## config.mk

```make
export PLATFORM = sky130hd
export DESIGN_NAME = seg7_reader_flat
export DESIGN_NICKNAME = d
export VERILOG_FILES = /design/src/rtl/seg7_reader_if.sv /design/src/rtl/seg7_reader.sv /design/src/flat_wrapper.sv
export SDC_FILE = /design/constraint.sdc
export NUM_CORES = 1
export LEC_CHECK = 0
export BUFFER_PORTS_ARGS = -buffer_cell sky130_fd_sc_hd__buf_2
export CAP_MARGIN = 20
export CORE_MARGIN = 2
export CORE_UTILIZATION = 30
export DETAILED_ROUTE_END_ITERATION = 10
export PLACE_DENSITY = 0.58
export SLEW_MARGIN = 25
export SYNTH_ARGS = -nofsm -noshare
export SYNTH_HDL_FRONTEND = slang
export SYNTH_SLANG_ARGS = --single-unit
export TNS_END_PERCENT = 1
```

## constraint.sdc

```tcl
create_clock -name CLOCK_50 -period 4.7 [get_ports CLOCK_50]
set_input_delay 0.705 -clock CLOCK_50 [delete_from_list [all_inputs] [get_ports CLOCK_50]]
set_output_delay 0.705 -clock CLOCK_50 [all_outputs]
set_load 0.02 [all_outputs]
```

## src/rtl/seg7_reader_if.sv

```systemverilog
// Event handshake between the segment-bus reader and its consumer.
// The reader drives EV_VALID/EV_DATA; the consumer answers with EV_READY.
interface seg7_reader_if;
    logic       EV_VALID;
    logic [5:0] EV_DATA;
    logic       EV_READY;

    modport master (
        output EV_VALID,
        output EV_DATA,
        input  EV_READY
    );

    modport slave (
        input  EV_VALID,
        input  EV_DATA,
        output EV_READY
    );
endinterface

```

## src/rtl/seg7_reader.sv

```systemverilog
// Samples an active-low 7-segment bus, filters it for stability and decodes
// each settled pattern to a hex digit, blank or illegal, reporting changes as events.
module seg7_reader #(
    parameter int STABLE_CYCLES = 4,
    parameter int CNT_W         = 8
) (
    input  logic              CLOCK_50,
    input  logic              Reset,
    input  logic [6:0]        HEX_IN,
    output logic [3:0]        VALUE,
    output logic              DIG_VALID,
    output logic              BLANK,
    output logic              ERR,
    output logic              OVF,
    input  logic              CLR_OVF,
    seg7_reader_if.master     ev
);
    localparam logic [6:0]       SEG_BLANK = 7'b1111111;
    localparam logic [CNT_W-1:0] TC_LAST   = CNT_W'(STABLE_CYCLES - 1);
    localparam logic [CNT_W-1:0] TC_PRE    = CNT_W'(STABLE_CYCLES - 2);
    localparam logic [1:0]       KIND_DIG  = 2'b00;
    localparam logic [1:0]       KIND_BLK  = 2'b01;
    localparam logic [1:0]       KIND_ILL  = 2'b10;

    logic [6:0]       r_sync1;
    logic [6:0]       r_sync2;
    logic [6:0]       r_cand;
    logic [6:0]       r_last;
    logic [CNT_W-1:0] r_cnt;

    logic             w_same;
    logic             w_commit;
    logic             w_new_ev;
    logic             w_drop;
    logic [1:0]       w_kind;
    logic [3:0]       w_val;
    logic [5:0]       w_ev_data;

    assign w_same    = (r_sync2 == r_cand);
    // Commit only on the single edge where the counter reaches its terminal value.
    assign w_commit  = w_same && (r_cnt == TC_PRE);
    assign w_new_ev  = w_commit && (r_cand != r_last);
    assign w_drop    = w_new_ev && ev.EV_VALID && !ev.EV_READY;
    assign w_ev_data = {w_kind, (w_kind == KIND_DIG) ? w_val : 4'h0};

    always_comb begin
        w_kind = KIND_DIG;
        w_val  = 4'h0;
        case (r_cand)
            7'b0000001: w_val = 4'h0;
            7'b1001111: w_val = 4'h1;
            7'b0010010: w_val = 4'h2;
            7'b0000110: w_val = 4'h3;
            7'b1001100: w_val = 4'h4;
            7'b0100100: w_val = 4'h5;
            7'b0100000: w_val = 4'h6;
            7'b0001111: w_val = 4'h7;
            7'b0000000: w_val = 4'h8;
            7'b0000100: w_val = 4'h9;
            7'b0001000: w_val = 4'hA;
            7'b1100000: w_val = 4'hB;
            7'b0110001: w_val = 4'hC;
            7'b1000010: w_val = 4'hD;
            7'b0110000: w_val = 4'hE;
            7'b0111000: w_val = 4'hF;
            SEG_BLANK:  w_kind = KIND_BLK;
            default:    w_kind = KIND_ILL;
        endcase
    end

    always_ff @(posedge CLOCK_50) begin
        if (Reset) begin
            r_sync1 <= SEG_BLANK;
            r_sync2 <= SEG_BLANK;
            r_cand  <= SEG_BLANK;
            r_cnt   <= '0;
        end else begin
            r_sync1 <= HEX_IN;
            r_sync2 <= r_sync1;
            if (!w_same) begin
                r_cand <= r_sync2;
                r_cnt  <= '0;
            end else if (r_cnt < TC_LAST) begin
                r_cnt  <= r_cnt + 1'b1;
            end
        end
    end

    always_ff @(posedge CLOCK_50) begin
        if (Reset) begin
            r_last    <= SEG_BLANK;
            VALUE     <= 4'h0;
            DIG_VALID <= 1'b0;
            BLANK     <= 1'b1;
            ERR       <= 1'b0;
        end else if (w_commit) begin
            r_last    <= r_cand;
            DIG_VALID <= (w_kind == KIND_DIG);
            BLANK     <= (w_kind == KIND_BLK);
            ERR       <= (w_kind == KIND_ILL);
            if (w_kind == KIND_DIG) begin
                VALUE <= w_val;
            end
        end
    end

    // A pending event is only replaced when the consumer takes it on this same edge.
    always_ff @(posedge CLOCK_50) begin
        if (Reset) begin
            ev.EV_VALID <= 1'b0;
            ev.EV_DATA  <= 6'h00;
        end else if (w_new_ev && (!ev.EV_VALID || ev.EV_READY)) begin
            ev.EV_VALID <= 1'b1;
            ev.EV_DATA  <= w_ev_data;
        end else if (ev.EV_READY) begin
            ev.EV_VALID <= 1'b0;
        end
    end

    always_ff @(posedge CLOCK_50) begin
        if (Reset) begin
            OVF <= 1'b0;
        end else if (w_drop) begin
            OVF <= 1'b1;
        end else if (CLR_OVF) begin
            OVF <= 1'b0;
        end
    end
endmodule
```

## src/flat_wrapper.sv

```systemverilog
// flat-port wrapper written by rule: the top's interface ports become plain ports
module seg7_reader_flat 
#(
    parameter int STABLE_CYCLES = 4,
    parameter int CNT_W         = 8
)
  (CLOCK_50, Reset, HEX_IN, VALUE, DIG_VALID, BLANK, ERR, OVF, CLR_OVF, ev_EV_VALID, ev_EV_DATA, ev_EV_READY);
  seg7_reader_if ev_i ();
  input  logic CLOCK_50;
  input  logic Reset;
  input  logic [6:0] HEX_IN;
  output logic [3:0] VALUE;
  output logic DIG_VALID;
  output logic BLANK;
  output logic ERR;
  output logic OVF;
  input  logic CLR_OVF;
  output wire logic [$bits(ev_i.EV_VALID)-1:0] ev_EV_VALID;
  output wire logic [$bits(ev_i.EV_DATA)-1:0] ev_EV_DATA;
  input wire logic [$bits(ev_i.EV_READY)-1:0] ev_EV_READY;
  assign ev_EV_VALID = ev_i.EV_VALID;
  assign ev_EV_DATA = ev_i.EV_DATA;
  assign ev_i.EV_READY = ev_EV_READY;
  seg7_reader #(.STABLE_CYCLES(STABLE_CYCLES), .CNT_W(CNT_W)) u_core (.CLOCK_50(CLOCK_50), .Reset(Reset), .HEX_IN(HEX_IN), .VALUE(VALUE), .DIG_VALID(DIG_VALID), .BLANK(BLANK), .ERR(ERR), .OVF(OVF), .CLR_OVF(CLR_OVF), .ev(ev_i));
endmodule
```

## Word level (Yosys, flattened, before mapping)

Cells that the tools add are included.

| storage, ports and cells | value |
|---|---|
| bits in registers | 51 |
| latch bits | 0 |
| bits in writable memories | 0 |
| bits in read-only memories | 0 |
| output and inout port bits | 15 |
| logic and storage cells | 58 |
| memories | 0 |

| cells by class | value |
|---|---|
| add/sub/neg operators | 1 |
| $mul | 0 |
| div/mod/pow operators | 0 |
| magnitude comparators | 1 |
| equality and inequality tests | 21 |
| shift operators | 0 |
| mux-type cells | 7 |
| bitwise logic cells | 1 |
| reductions and logical operators | 15 |

Operators by type and width:

| cell | count |
|---|---|
| case mux 4 bit (15 select lines) | 1 |
| equality test 7 x 6 -> 1 bit (second input constant) | 5 |
| equality test 7 bit (second input constant) | 5 |
| OR reduction 16 bit | 1 |
| equality test 7 x 3 -> 1 bit (second input constant) | 2 |
| equality test 7 x 4 -> 1 bit (second input constant) | 2 |
| adder 8 x 1 -> 8 bit (second input constant) | 1 |
| equality test 8 x 2 -> 1 bit (second input constant) | 1 |
| < comparator 8 x 2 -> 1 bit (second input constant) | 1 |
| equality test 7 x 1 -> 1 bit (second input constant) | 1 |
| equality test 7 x 5 -> 1 bit (second input constant) | 1 |
| equality test 7 bit | 1 |
| logical NOT 7 bit | 1 |
| inequality test 7 bit | 1 |
| logical AND 1 bit | 5 |
| 2-to-1 mux 1 bit | 4 |
| 2-to-1 mux 4 bit | 1 |
| case mux 2 bit (2 select lines) | 1 |
| nonzero test 2 bit | 2 |
| equality test 2 x 1 -> 1 bit (second input constant) | 1 |
| equality test 2 bit (second input constant) | 1 |
| logical NOT 1 bit | 2 |
| logical NOT 2 bit | 1 |
| AND reduction 2 bit | 1 |
| other kinds (3) | 3 |

## Longest topological paths before layout

Gate-level depths: netlist (run 1).

| depth | value |
|---|---|
| depth after elaboration | 6 |
| mapped depth | 8 |

## Worst setup path before layout (run 1)

OpenSTA, ideal clock, no wires.

| path | value |
|---|---|
| kind | register -> register |
| start | reg u_core.r_cand[6] |
| end | reg u_core.BLANK |
| library setup time | 130 ps |
| arrival | 1571 ps |
| data required time | 4570 ps |
| path slack | 3000 ps |
| cell stages (with the launch flop) | 9 |
| buffers on the path | 3 |
| clock period less this slack | 1700 ps |
| cell sequence | dfxtp_1 buf_4 xor2_1 nor4_2 and3_1 buf_6 buf_8 mux2i_1 nand2_1 |

| on the way | value |
|---|---|
| word-level cells in the longest chain between the ends | 4 |
| elaborated cells between the ends (all ways) | 22 |
| classes of those cells | eq/ne: 18; mux: 1; reduce/logical: 3 |

RTL lines:

| what | RTL line | source |
|---|---|---|
| start, declared | seg7_reader.sv:27 | `logic [6:0] r_cand;` |
| start signal, assigned | seg7_reader.sv:81 | `r_cand <= r_sync2;` |
| equality test 7 x 1 -> 1 bit (tied with other cells) | seg7_reader.sv:49 | `case (r_cand)` |
| OR reduction 16 bit (no source line) | -- |  |
| case mux 2 bit (2 select lines) | seg7_reader.sv:49 |  |
| equality test 2 x 1 -> 1 bit | seg7_reader.sv:99 | `BLANK <= (w_kind == KIND_BLK);` |
| end signal, assigned | seg7_reader.sv:99 |  |
| end, declared | seg7_reader.sv:12 | `output logic BLANK,` |

Parallel ways exist; a longest one is shown, timed or not.
A chain may end at the register's enable or synchronous reset.

## Worst setup path after layout (run 1)

| path | value |
|---|---|
| start | reg u_core.r_cand[6] |
| end | reg u_core.VALUE[0] |

| on the way | value |
|---|---|
| word-level cells in the longest chain between the ends | 5 |
| elaborated cells between the ends (all ways) | 24 |
| classes of those cells | eq/ne: 17; mux: 2; reduce/logical: 5 |

RTL lines:

| what | RTL line | source |
|---|---|---|
| equality test 7 x 1 -> 1 bit (tied with other cells) | seg7_reader.sv:49 |  |
| OR reduction 16 bit (no source line) | -- |  |
| case mux 2 bit (2 select lines) | seg7_reader.sv:49 |  |
| logical NOT 2 bit | seg7_reader.sv:101 | `if (w_kind == KIND_DIG) begin` |
| AND reduction 2 bit (no source line) | -- |  |
| end signal, assigned | seg7_reader.sv:102 | `VALUE <= w_val;` |
| end, declared | seg7_reader.sv:10 | `output logic [3:0] VALUE,` |

Parallel ways exist; a longest one is shown, timed or not.

==> results of run 1 <==
-- where the power goes --
part	total, mW	internal, mW	switching, mW
clock	0.319	0.175	0.144
combinational	0.0449	0.0195	0.0254
sequential	0.451	0.441	0.0102
-- worst max path at each step --
stage,from,endpoint,slack (ns),depth (start not counted)
2_1_floorplan,u_core.r_cand[6]$_SDFFE_PP1P_,u_core.BLANK$_SDFFE_PP1P_,3.00,8
3_3_place_gp,Reset,u_core.VALUE[1]$_SDFFE_PP0P_,2.29,5
6_report,u_core.r_cand[6]$_SDFFE_PP1P_,u_core.VALUE[0]$_SDFFE_PP0P_,2.31,5
4_1_cts,u_core.r_cand[6]$_SDFFE_PP1P_,u_core.VALUE[3]$_SDFFE_PP0P_,2.30,5
3_5_place_dp,Reset,u_core.VALUE[1]$_SDFFE_PP0P_,2.24,5
5_1_grt,u_core.r_cand[6]$_SDFFE_PP1P_,u_core.VALUE[3]$_SDFFE_PP0P_,2.12,5
-- sequential cells by signal, indices dropped and copies added (netlist names) --
name / cells
u_core.r_cnt: 8
u_core.DIG_VALID: 1
u_core.ev.EV_VALID: 1
u_core.r_sync2: 7
u_core.BLANK: 1
u_core.r_sync1: 7
u_core.VALUE: 4
u_core.r_cand: 7
u_core.r_last: 7
u_core.ERR: 1
u_core.ev.EV_DATA: 6
u_core.OVF: 1
-- cells in the mapped netlist (3+ instances only) --
cell      instances
dfxtp_1          51
nand2_1          29
or2_2            21
nor2_1           13
nand3_1          11
xor2_1           11
and2_1            8
nand4_1           6
buf_2             5
a211oi_1          4
a21oi_1           4
a31oi_1           4
buf_6             4
clkbuf_1          4
xnor2_1           4
and3_1            3
buf_4             3
inv_1             3
nor3_1            3
o211ai_1          3
o22ai_1           3
-- area by class of cell --
cell class	count	area share, %
tap	99	4.89
clock inverter	2	1.53
inverter	5	0.839
clock buffer	6	3.26
timing repair buffer	25	4.94
multi-input combinational	168	44.3
sequential	51	40.3
-- metrics by stage --
| stage | util [%] | instances | worst slack [ns] | hold slack [ns] |
|---|---|---|---|---|
| global route | 34.6 | 356 | 2.12 | 0.434 |
| detailed placement | 32.9 | 348 | 2.24 | 0.393 |
| finish | 34.6 | 356 | 2.31 | 0.416 |
| CTS | 34.6 | 356 | 2.30 | 0.417 |
| global placement | 32.9 | 348 | 2.29 | 0.394 |
| floorplan | - | 241 | 3.00 | 0.389 |
-- cells by family after synthesis --
logic type | count (synthesis) | synth area share (%)
flip-flops | 51 | 44.6
multiplexers | 2 | 0.875
buffers and inverters | 22 | 6.29
AND/OR/NAND/NOR | 114 | 28.8
adder cells (fa/ha/maj) | 2 | 1.09
XOR/XNOR | 15 | 5.74
AO/OA/AOI/OAI | 35 | 12.5
-- metal layers --
metal / track usage (%) / wire (µm)
met3: 2.57 / 194
met4: 3.79 / 64
met2: 16.0 / 1910
met5: 0 / 0
met1: 13.7 / 2070
==> impl_metrics.tcl, run 1 <==
set metrics [dict create \
    run_status "finished, final reports clean" \
    rr_startpoint "u_core.r_cand[6]$_SDFFE_PP1P_" \
    start_kind "flop" \
    critPathTopFamily "simple AND/OR/NAND/NOR gates" \
    synth_top_area_share_pct 44.6 \
    nFillCells 740 \
    skew_ns 0.00633 \
    cts_sinks 51 \
    worst_path_max_delay_cell "dfxtp_1" \
    ctsHoldBuffers 0 \
    reg2regPathDepth 5 \
    grt.overflow.total 0 \
    maxSlewViolCount 0 \
    core_area_um2 7330 \
    row_count 31 \
    critPathMaxFanout 19 \
    yosysWarnings 0 \
    seq_area_um2 1020 \
    synthArstFlopShare_pct 0 \
    cpPeakStageDelay_ns 0.72 \
    power_density_nw_per_um2 321 \
    track_usage_pct 10.3 \
    drv_cap 0 \
    multiInputGateArea_um2 1120 \
    avgRoutedWirePerCell_um 11.9 \
    synth-edff-count 0 \
    path_class "reg -> reg" \
    min-delay-start "u_core.r_sync1[4]$_SDFF_PP1_" \
    timing.slew.headroom_pct 52.6 \
    reg2reg_to "u_core.VALUE[0]$_SDFFE_PP0P_" \
    synth_area_leaders "dfxtp_1, or2_2, nand2_1" \
    clk_pin_slew_ns 0.09 \
    peakVddDrop_uv 166 \
    nNetsFinal 269 \
    path_cells "xor2_1, nor4_2, and3_1, o31a_2, o32ai_2" \
    hold_class "reg -> reg" \
    r2r_slack_ns 2.31 \
    final_common_cell "dfxtp_1" \
    die-area_um2 8340 \
    initial_utilization_pct 31.2 \
    final_cell_area_um2 2530 \
    grt_pass1_vias 1544 \
    finalHoldViolations 0 \
    vias 1653 \
    ys_seq_elements 51 \
    max_freq_ghz 0.418 \
    wl_um 4230 \
    ys_seq_area_share_pct 44.6 \
    globalplace.congestion 0.791 \
    syn-cell-area_um2 2290 \
    worst_slew_pin_slew_ns 0.710 \
    die_h_um 91.3 \
    clk_latency_ns 0.30 \
    numCtsBuffers 5 \
    vias_per_cell 4.64 \
    syn_area_per_cell_um2 9.49 \
    whs_endpoint "u_core.r_sync2[4]$_SDFF_PP1_" \
    cts_root_buf "clkbuf_8" \
    rsz0062_at_grt "false" \
    period_minus_slack_ns 2.39 \
    tns_ns 0 \
    ant_nets 0 \
    drc_errors 0 \
    grt_first_pass_wirelength_um 7030 \
    drt_iter0_drc 59 \
    antenna_found_initial 0 \
    hold_path_depth 1 \
    crit_buf_inv 0 \
    dp_hpwl_um 2930 \
    antenna_cells 0 \
    grt_max_degree 32 \
    synth_flop_cell "dfxtp_1" \
    htreeDepth 2 \
    post_cts_buffers 0 \
    end_kind "flop" \
    cp.required_ns 4.88 \
    postSynthNetCount 254 \
    ys_types 56 \
    area_growth_pct 10.8 \
    leakagePower_nw 1.03 \
    cts-resized-gates 0 \
    synthCells 241 \
    die-width_um 91.3 \
    finalPower_uw 815 \
    cts_tree "built" \
    critPathArrivalTime_ns 2.57 \
    yosysTopAreaCell "dfxtp_1" \
    layout-drive-gt1-share_pct 26.5 \
    io_pins 26 \
    drtPass1Iterations 4 \
    fin_crit_sh_pct 50.9 \
    final_cell_mix "dfxtp_1, nand2_1, buf_2" \
    dpl_cell_area_um2 2410 \
    clockBufferDepth 2 \
    port_buffers 25 \
    setup_viol 0 \
]
Note: power is estimated with default switching activity, not from simulation.
==> run 2: changes to the inputs <==
Settings changed: PLACE_DENSITY 0.58 to 0.59.
Clock period 4.7 ns to 2 ns, I/O delays scaled along.
==> run 2 against run 1 <==
Net effect: cell area is 4.1% higher; die area stayed put; combinational power rose to 3.1 times the previous value; register-to-register slack got worse by 2.1 ns; clock skew increased by 0.0044 ns; utilization grew 1.4 points; global-route usage increased by 0.40 points; clock power up 90%; count of clock-buffer cells in the layout fell by 1; first-iteration DRC count increased by 59%; power rose by 120%; fmax rose by 31%; critical path type unchanged; largest cell class unchanged.
==> impl_metrics.tcl, run 2 (synthesis results as in run 1) <==
set metrics [dict create \
    vias 1746 \
    die_h_um 91.3 \
    end_kind "flop" \
    drc_errors 0 \
    globalplace.congestion 0.844 \
    final_common_cell "dfxtp_1" \
    grt.overflow.total 0 \
    port_buffers 25 \
    skew_ns 0.0108 \
    timing.slew.headroom_pct 75.5 \
    die-area_um2 8340 \
    numCtsBuffers 5 \
    nNetsFinal 282 \
    clockBufferDepth 2 \
    peakVddDrop_uv 330 \
    top_register "u_core.r_cnt" \
    setup_viol 0 \
    row_count 31 \
    drt_iter0_drc 94 \
    grt_max_degree 21 \
    layout-drive-gt1-share_pct 31.9 \
    rsz0062_at_grt "false" \
    vias_per_cell 4.73 \
    power_density_nw_per_um2 680 \
    ctsHoldBuffers 0 \
    die-width_um 91.3 \
    cts_root_buf "clkbuf_8" \
    wl_um 4380 \
    core_area_um2 7330 \
    cp.required_ns 2.23 \
    leakagePower_nw 1.08 \
    area_growth_pct 15.4 \
    grt_first_pass_wirelength_um 7240 \
    antenna_cells 0 \
    period_minus_slack_ns 1.83 \
    start_kind "flop" \
    io_pins 26 \
    fin_crit_sh_pct 91.3 \
    critPathMaxFanout 15 \
    clk_latency_ns 0.31 \
    cts_sinks 51 \
    holdWs_ns 0.167 \
    run_status "finished, final reports clean" \
    tns_ns 0 \
    largest_reg_flops 8 \
    path_class "reg -> reg" \
    htreeDepth 2 \
    ant_nets 0 \
    antenna_found_initial 0 \
    hold_class "in -> reg" \
    initial_utilization_pct 31.2 \
    finalHoldViolations 0 \
    final_cell_mix "dfxtp_1, nand2_1, buf_2" \
    max_freq_ghz 0.547 \
    dp_hpwl_um 3170 \
    drv_cap 0 \
    cts_tree "built" \
    avgRoutedWirePerCell_um 11.9 \
    clk_pin_slew_ns 0.10 \
    worst_slew_pin_slew_ns 0.363 \
    track_usage_pct 10.7 \
    maxSlewViolCount 0 \
    drtPass1Iterations 4 \
    critPathArrivalTime_ns 2.05 \
    grt_pass1_vias 1607 \
]
run 2: cell count changes in the layout (fill, tap and decap cells not counted), sizes merged:
cell	delta
buf	+13
clkinv	+2
bufinv	-1
clkbuf	-1
run 2: layout make-up:
cell class / instances / area, µm²
clock buffers: 5 / 68.8
clock inverters: 3 / 22.5
fillers: 754 / 4690
inverters: 5 / 21.3
multi-input cells: 168 / 1130
flip-flops and latches: 51 / 1030
well taps: 99 / 124
repair buffers: 38 / 248
run 2: through the flow:
step	std cells	worst slack [ns]	power (mW)	utilization (%)	area [µm²]
detailed placement	361	0.0495	1.21	34.6	2540
CTS	369	0.0155	1.81	35.8	2630
floorplan	241	0.300	1.17	-	2290
global placement	361	0.0725	1.21	34.6	2540
finish	369	0.173	1.79	36.0	2640
global route	369	0.0157	1.88	36.0	2640
run 2: worst paths after layout:
kind,startpoint,to,slack (ns),depth (start not counted)
setup reg to reg,u_core.r_cand[1]$_SDFFE_PP1P_,u_core.ev.EV_DATA[3]$_SDFFE_PP0P_,0.17,6
setup / recovery,u_core.r_cand[1]$_SDFFE_PP1P_,u_core.ev.EV_DATA[3]$_SDFFE_PP0P_,0.17,6
hold reg to reg,u_core.r_sync1[4]$_SDFF_PP1_,u_core.r_sync2[4]$_SDFF_PP1_,0.41,1
hold / removal,HEX_IN[6],u_core.r_sync1[6]$_SDFF_PP1_,0.17,2
run 2: timing repair:
item | CTS | global route
gates resized for setup | 0 | 5
buffers inserted | 0 | 0
setup endpoints to repair | 0 | 22
run 2: critical path, cell delays in order (launching register included):
cell and delay, ns:
dfxtp_2 0.50, xor2_1 0.11, nor3_1 0.35, and3_1 0.32, buf_12 0.16, a31oi_1 0.08
a211oi_1 0.22
run 2: per-layer routing:
metal	up-vias	GRT usage, %	routed length [µm]	part of all wire, %
li1	895	-	-	-
met1	803	14.2	2110	48
met2	38	16.1	1990	45
met3	10	2.66	170	3.9
met4	0	5.30	106	2.4
met5	-	0	0	0
run 2: where the power goes:
group / switching, mW / internal, mW
combinational: 0.0733 / 0.0637
sequential: 0.0163 / 1.04
clock: 0.354 / 0.251
